$ cat src/rtl/mp_types.sv
// Shared types for the GEMM operand-memory loader.
package mp_types;

   // Loader control states.
   typedef enum logic [1:0] {
      IDLE   = 2'd0,
      LOAD   = 2'd1,
      FINISH = 2'd2
   } load_state_e;

   // Operand BRAM word-address width (65536 words).
   localparam int MEM_ADDR_W = 16;

endpackage

$ cat src/rtl/mat_addr_gen.sv
// Row/column beat counters with incremental (multiplier-free) BRAM address
// generation for row-major or column-major operand layout.
module mat_addr_gen #(
   parameter int ADDR_W = 16,
   parameter int DIM_W  = 16
) (
   input  logic              clk,
   input  logic              rst,
   input  logic [DIM_W-1:0]  rows,
   input  logic [DIM_W-1:0]  cols,
   input  logic              transpose,
   input  logic              advance,
   input  logic              clear,
   output logic [ADDR_W-1:0] addr,
   output logic              last
);

   logic [DIM_W-1:0] r;
   logic [DIM_W-1:0] c;

   // The current beat is the final element of the matrix.
   assign last = (r == rows - DIM_W'(1)) && (c == cols - DIM_W'(1));

   // Walk elements in stream (row-major) order; in column-major layout the
   // address strides by rows and restarts at the next row on column wrap.
   always_ff @(posedge clk or posedge rst) begin
      if (rst) begin
         r    <= '0;
         c    <= '0;
         addr <= '0;
      end else if (clear) begin
         r    <= '0;
         c    <= '0;
         addr <= '0;
      end else if (advance) begin
         if (c == cols - DIM_W'(1)) begin
            c    <= '0;
            r    <= r + DIM_W'(1);
            addr <= transpose ? ADDR_W'(r + DIM_W'(1)) : addr + ADDR_W'(1);
         end else begin
            c    <= c + DIM_W'(1);
            addr <= transpose ? addr + ADDR_W'(rows) : addr + ADDR_W'(1);
         end
      end
   end

endmodule

$ cat src/rtl/mat_loader.sv
// Streams 32-bit words into the A or B operand BRAM as a rows x cols matrix,
// row-major or transposed. Handshake: a word transfers on a rising clk edge
// where s_valid && s_ready; s_ready is only high in LOAD, and s_data/s_last
// must be held stable by the source while s_valid is high and s_ready low.
module mat_loader
   import mp_types::*;
#(
   parameter int ADDR_W = MEM_ADDR_W,
   parameter int DATA_W = 32,
   parameter int DIM_W  = 16
) (
   input  logic              clk,
   input  logic              rst,
   input  logic              start,
   input  logic              sel_b,
   input  logic              transpose,
   input  logic [DIM_W-1:0]  rows,
   input  logic [DIM_W-1:0]  cols,
   input  logic              s_valid,
   input  logic [DATA_W-1:0] s_data,
   input  logic              s_last,
   output logic              s_ready,
   output logic              mem_we,
   output logic              mem_sel,
   output logic [ADDR_W-1:0] mem_addr,
   output logic [DATA_W-1:0] mem_din,
   output logic              busy,
   output logic              done,
   output logic              err
);

   load_state_e       state;
   logic [DIM_W-1:0]  rows_q;
   logic [DIM_W-1:0]  cols_q;
   logic              tr_q;
   logic              accept;
   logic              start_ok;
   logic [63:0]       total;
   logic [ADDR_W-1:0] gen_addr;
   logic              gen_last;

   // Element count of the requested matrix, checked against BRAM depth at start.
   assign total    = 64'(rows) * 64'(cols);
   assign accept   = s_valid && s_ready;
   assign start_ok = (state == IDLE) && start;

   mat_addr_gen #(
      .ADDR_W (ADDR_W),
      .DIM_W  (DIM_W)
   ) u_addr_gen (
      .clk       (clk),
      .rst       (rst),
      .rows      (rows_q),
      .cols      (cols_q),
      .transpose (tr_q),
      .advance   (accept),
      .clear     (start_ok),
      .addr      (gen_addr),
      .last      (gen_last)
   );

   // Control FSM: latches the job, registers one BRAM write per accepted beat
   // and ends on the final element or an early s_last.
   always_ff @(posedge clk or posedge rst) begin
      if (rst) begin
         state    <= IDLE;
         rows_q   <= '0;
         cols_q   <= '0;
         tr_q     <= 1'b0;
         s_ready  <= 1'b0;
         mem_we   <= 1'b0;
         mem_sel  <= 1'b0;
         mem_addr <= '0;
         mem_din  <= '0;
         busy     <= 1'b0;
         done     <= 1'b0;
         err      <= 1'b0;
      end else begin
         mem_we <= 1'b0;
         done   <= 1'b0;
         case (state)
            IDLE: begin
               if (start) begin
                  rows_q  <= rows;
                  cols_q  <= cols;
                  tr_q    <= transpose;
                  mem_sel <= sel_b;
                  err     <= 1'b0;
                  if (rows == '0 || cols == '0) begin
                     state <= FINISH;
                     done  <= 1'b1;
                  end else if (total > (64'd1 << ADDR_W)) begin
                     err   <= 1'b1;
                     state <= FINISH;
                     done  <= 1'b1;
                  end else begin
                     state   <= LOAD;
                     busy    <= 1'b1;
                     s_ready <= 1'b1;
                  end
               end
            end
            LOAD: begin
               if (accept) begin
                  mem_we   <= 1'b1;
                  mem_addr <= gen_addr;
                  mem_din  <= s_data;
                  if (gen_last || s_last) begin
                     state   <= FINISH;
                     done    <= 1'b1;
                     busy    <= 1'b0;
                     s_ready <= 1'b0;
                     if (gen_last != s_last) err <= 1'b1;
                  end
               end
            end
            FINISH: state <= IDLE;
            default: state <= IDLE;
         endcase
      end
   end

endmodule

$ cat config.mk
export PLATFORM = sky130hd
export DESIGN_NAME = mat_loader
export DESIGN_NICKNAME = d
export VERILOG_FILES = /design/src/rtl/mp_types.sv /design/src/rtl/mat_addr_gen.sv /design/src/rtl/mat_loader.sv
export SDC_FILE = /design/constraint.sdc
export NUM_CORES = 1
export LEC_CHECK = 0
export BUFFER_PORTS_ARGS = -buffer_cell sky130_fd_sc_hd__clkbuf_2
export CAP_MARGIN = 20
export CORE_AREA = 2 2 211 213
export CTS_CLUSTER_SIZE = 16
export DETAILED_ROUTE_END_ITERATION = 12
export DIE_AREA = 0 0 213 215
export RECOVER_POWER = 100
export SLEW_MARGIN = 20
export SYNTH_ARGS = -nofsm -noshare
export SYNTH_HDL_FRONTEND = slang
export SYNTH_SLANG_ARGS = --single-unit
$ cat constraint.sdc
create_clock -name clk -period 4.5 [get_ports clk]
set_input_delay 0.675 -clock clk [delete_from_list [all_inputs] [get_ports clk]]
set_output_delay 0.675 -clock clk [all_outputs]
set_load 0.01 [all_outputs]
==> impl_metrics.csv <==
group,metric,value,unit
run_status,status,"finished, violations left",
run_status,violations,"max-capacitance violations, max-slew violations, negative setup slack",
sta,tightest_slew,2.25,ns
worst_setup_path,critical_path_class,"input pin to register",
floorplanning,io_pins,125,
placement,dpl-instance-area,0.0192,mm²
synth,synth_seq_cells,136,
cells_and_area,fillCellCount,4253,
cells_and_area,diodes,0,
worst_setup_path,max_stage_delay,0.63,ns
cells_and_area,final_common_cell,"nand2_1",
routing,viasPerCell,4.96,
worst_setup_path,crit_path_start,"cols[6]",
worst_setup_path,required,4.79,ns
worst_setup_path,cp_cell_sequence,"clkbuf_16, buf_8, and2_4, fa_1, inv_1, fa_1, fa_1, inv_2, ha_4, fa_1, inv_1, fa_1, inv_2, ha_4, and3_4, a221o_1, xnor2_1, nand3_1, or4_4, o41ai_4, nand4_1, or4b_4, o31a_1",
clocking,clk_latency,0.42,ns
sta,grt_setup_unrepaired,"true",
synth,avgSynthCellArea,8.29,µm²
synth,yosys-top-cells-area,"fa_1 (23%), dfrtp_1 (20%), nand2_1 (10%)",
power,clkPwrFrac,8.9,%
placement,place_hpwl,34.9,mm
worst_setup_path,worst_setup_path_start_kind,"input pin",
floorplanning,die_area,0.0458,mm²
synth,synth-edff-count,0,
synth,yosysTopAreaCell,"fa_1",
worst_setup_path,r2r_start,"cols_q[4]",
worst_setup_path,cpMostUsedCell,"fa_1",
placement,routabilityCongestion,0.888,
hold_path,worstHoldStart,"sel_b",
sta,clock.fmax,0.150,GHz
synth,ys_types,76,
routing,num_vias,14200,
worst_setup_path,cp-end-kind,"register",
grt,overflow,0,
sta,hold_viol,0,
routing,first_iter_violations,823,
synth,netlist_instances,2022,
clocking,h-tree-depth,4,
sta,tns,-10.58,ns
job,max_cap_viol_count,3,
sta,maxSlewViolCount,189,
floorplanning,start_util,38.4,%
routing,drt-pass1-iter-count,5,
sta,min_period,6.65,ns
routing,drc,0,
placement,io_buffer_count,124,
synth,async_reset_ff_share,100,%
clocking,clockBufferDepth,2,
synth,synth_top_area_share,23.3,%
hold_path,min_path_type,"input pin to register",
power,p_per_area,789,mW/mm²
floorplanning,placementRows,77,
cells_and_area,final_util,46.6,%
power,combPwrFrac,82.7,%
power,seq_power_share,8.3,%
cells_and_area,nets,2651,
synth,yosysWarnings,0,
floorplanning,die-height,215,µm
worst_setup_path,crit_fanout,6,
worst_setup_path,arrival,6.94,ns
sta,finalCritPeriodShare,148,%
sta,finalClockSkew,0.0102,ns
power,leakagePower,10.1,nW
clocking,cts_sinks,136,
routing,ant_nets,0,
sta,max_slew_margin,-50.2,%
sta,whs,0.444,ns
clocking,clk_pin_slew,0.06,ns
grt,grt_antenna_before_repair,0,
synth,seq_area_frac_synth,20.3,%
synth,synth_ff_type,"dfrtp_1",
sta,setup_ws,-2.15,ns
worst_setup_path,path_delay_family,"adder cells",
cells_and_area,drive_above_1_share,16.6,%
floorplanning,core_area,0.0436,mm²
placement,place_ws,-2.74,ns
grt,grt_max_degree,106,
floorplanning,die_w,213,µm
power,switchingPower,7.31,mW
clocking,cts_hold_buf,0,
power,max-vdd-ir-drop,0.812,mV
synth,syn_area,0.0168,mm²
routing,wl,42.9,mm
routing,wl_per_cell,15.0,µm
worst_setup_path,critPathSlowestCell,"or4b_4",
cells_and_area,final_cell_mix,"nand2_1 (449), inv_1 (233), fa_1 (189)",
grt,grtUsageTotal,19.5,%
cells_and_area,post-route-cell-area,0.0203,mm²
power,p_int,8.75,mW
grt,grt_pass1_wl,73.4,mm
grt,grt_pass1_vias,14800,
clocking,cts_tree,"yes",
worst_setup_path,crit_buf_inv,6,
synth,synth_nets,2413,
power,switching_share,45.5,%
cells_and_area,area_growth,21.3,%
sta,setup_violations,5,
clocking,cts_made_buffers,17,
clocking,root_buffer,"clkbuf_16",
==> per-stage QoR <==
step                cells  total power, mW
finish               2863             16.1
global route         2863             17.7
CTS                  2862             15.8
detailed placement   2819             13.1
global placement     2819             13.0
floorplan            2022             8.89
==> worst reg2reg max path, delay by kind of cell (launching register included) <==
kind	cells	cell delay, ns
AO/OA/AOI/OAI	3	0.47
XOR/XNOR	1	0.17
flip-flops	1	0.48
AND/OR/NAND/NOR	6	2.94
==> synth_stat cells, types with 3 or more instances <==
library cell,number
nor3b_1,3
a31oi_1,13
nand3_1,34
clkbuf_1,95
o21a_1,6
a21oi_1,63
or3_1,7
inv_1,240
fa_1,195
a21o_1,8
and2_1,119
buf_1,3
a211oi_1,6
nand2b_1,14
or4_1,4
xnor2_1,68
o31ai_1,7
nand4_1,19
dfrtp_1,136
a31o_2,4
nor2_1,87
o21bai_1,4
nor3_1,27
nand2_1,453
buf_4,3
mux2i_1,5
nor3_2,3
nor2b_1,5
a22oi_1,8
o21ai_0,84
and3_1,32
xor2_1,41
a211o_1,5
a221o_1,3
o2111ai_1,4
o211ai_1,10
nor4_1,25
ha_1,125
a32oi_1,3
o22ai_1,4
==> final cells by class <==
type / instances / area, µm² / area share [%]
Tap cell: 592 / 741 / 3.64
Timing Repair Buffer: 325 / 2290 / 11.3
Clock buffer: 19 / 453 / 2.23
Clock inverter: 11 / 148 / 0.726
Multi-Input combinational cell: 1540 / 12400 / 61.0
Sequential cell: 136 / 3400 / 16.7
Inverter: 240 / 905 / 4.45
==> power groups by stage <==
stage          clock network, mW  logic, mW  registers [mW]
6_report                    1.44       13.3            1.34
5_1_grt                     1.53       14.8            1.35
4_1_cts                     1.47       13.0            1.34
3_5_place_dp                   0       11.7            1.36
3_3_place_gp                   0       11.6            1.36
2_1_floorplan                  0       7.55            1.33
==> logic make-up after synthesis <==
logic type               after synthesis  synth area share, %
AND/OR/NAND/NOR                      847                 23.5
buffers and inverters                346                 7.92
adder cells (fa/ha/maj)              320                 32.6
AO/OA/AOI/OAI                        258                 9.66
flip-flops                           136                 20.3
XOR/XNOR                             109                 5.69
multiplexers                           6                0.366
==> registers in the layout, summed over array words and instances (netlist names) <==
register and count:
rows_q 16, u_addr_gen.c 16, busy 1, cols_q 16, mem_we 1, mem_addr 16
u_addr_gen.addr 16, state 2, err 1, mem_sel 1, tr_q 1, u_addr_gen.r 16
done 1, mem_din 32
==> path summary, 6_finish.rpt <==
path	to	slack [ns]	depth (start not counted)
max	state[1]	-2.15	23
min	mem_sel	0.44	3
max reg2reg	u_addr_gen.r[7]	0.30	10
min reg2reg	mem_din[20]	0.47	2
max in group asynchronous	mem_addr[15]	1.21	3
min in group asynchronous	u_addr_gen.c[2]	0.94	2
==> metal layers <==
| metal | routed length, µm | GRT usage, % |
|---|---|---|
| met5 | 0 | 0 |
| met4 | 805 | 5.50 |
| met3 | 1500 | 1.77 |
| met2 | 21600 | 34.6 |
| met1 | 19000 | 25.1 |
==> timing repair <==
item / in CTS / in global routing
gates resized for setup: 98 / 26
setup buffers: 13 / 1
setup endpoints to repair: 5 / 5
pin swaps: 56 / 24
(Power assumes the default switching activity.)
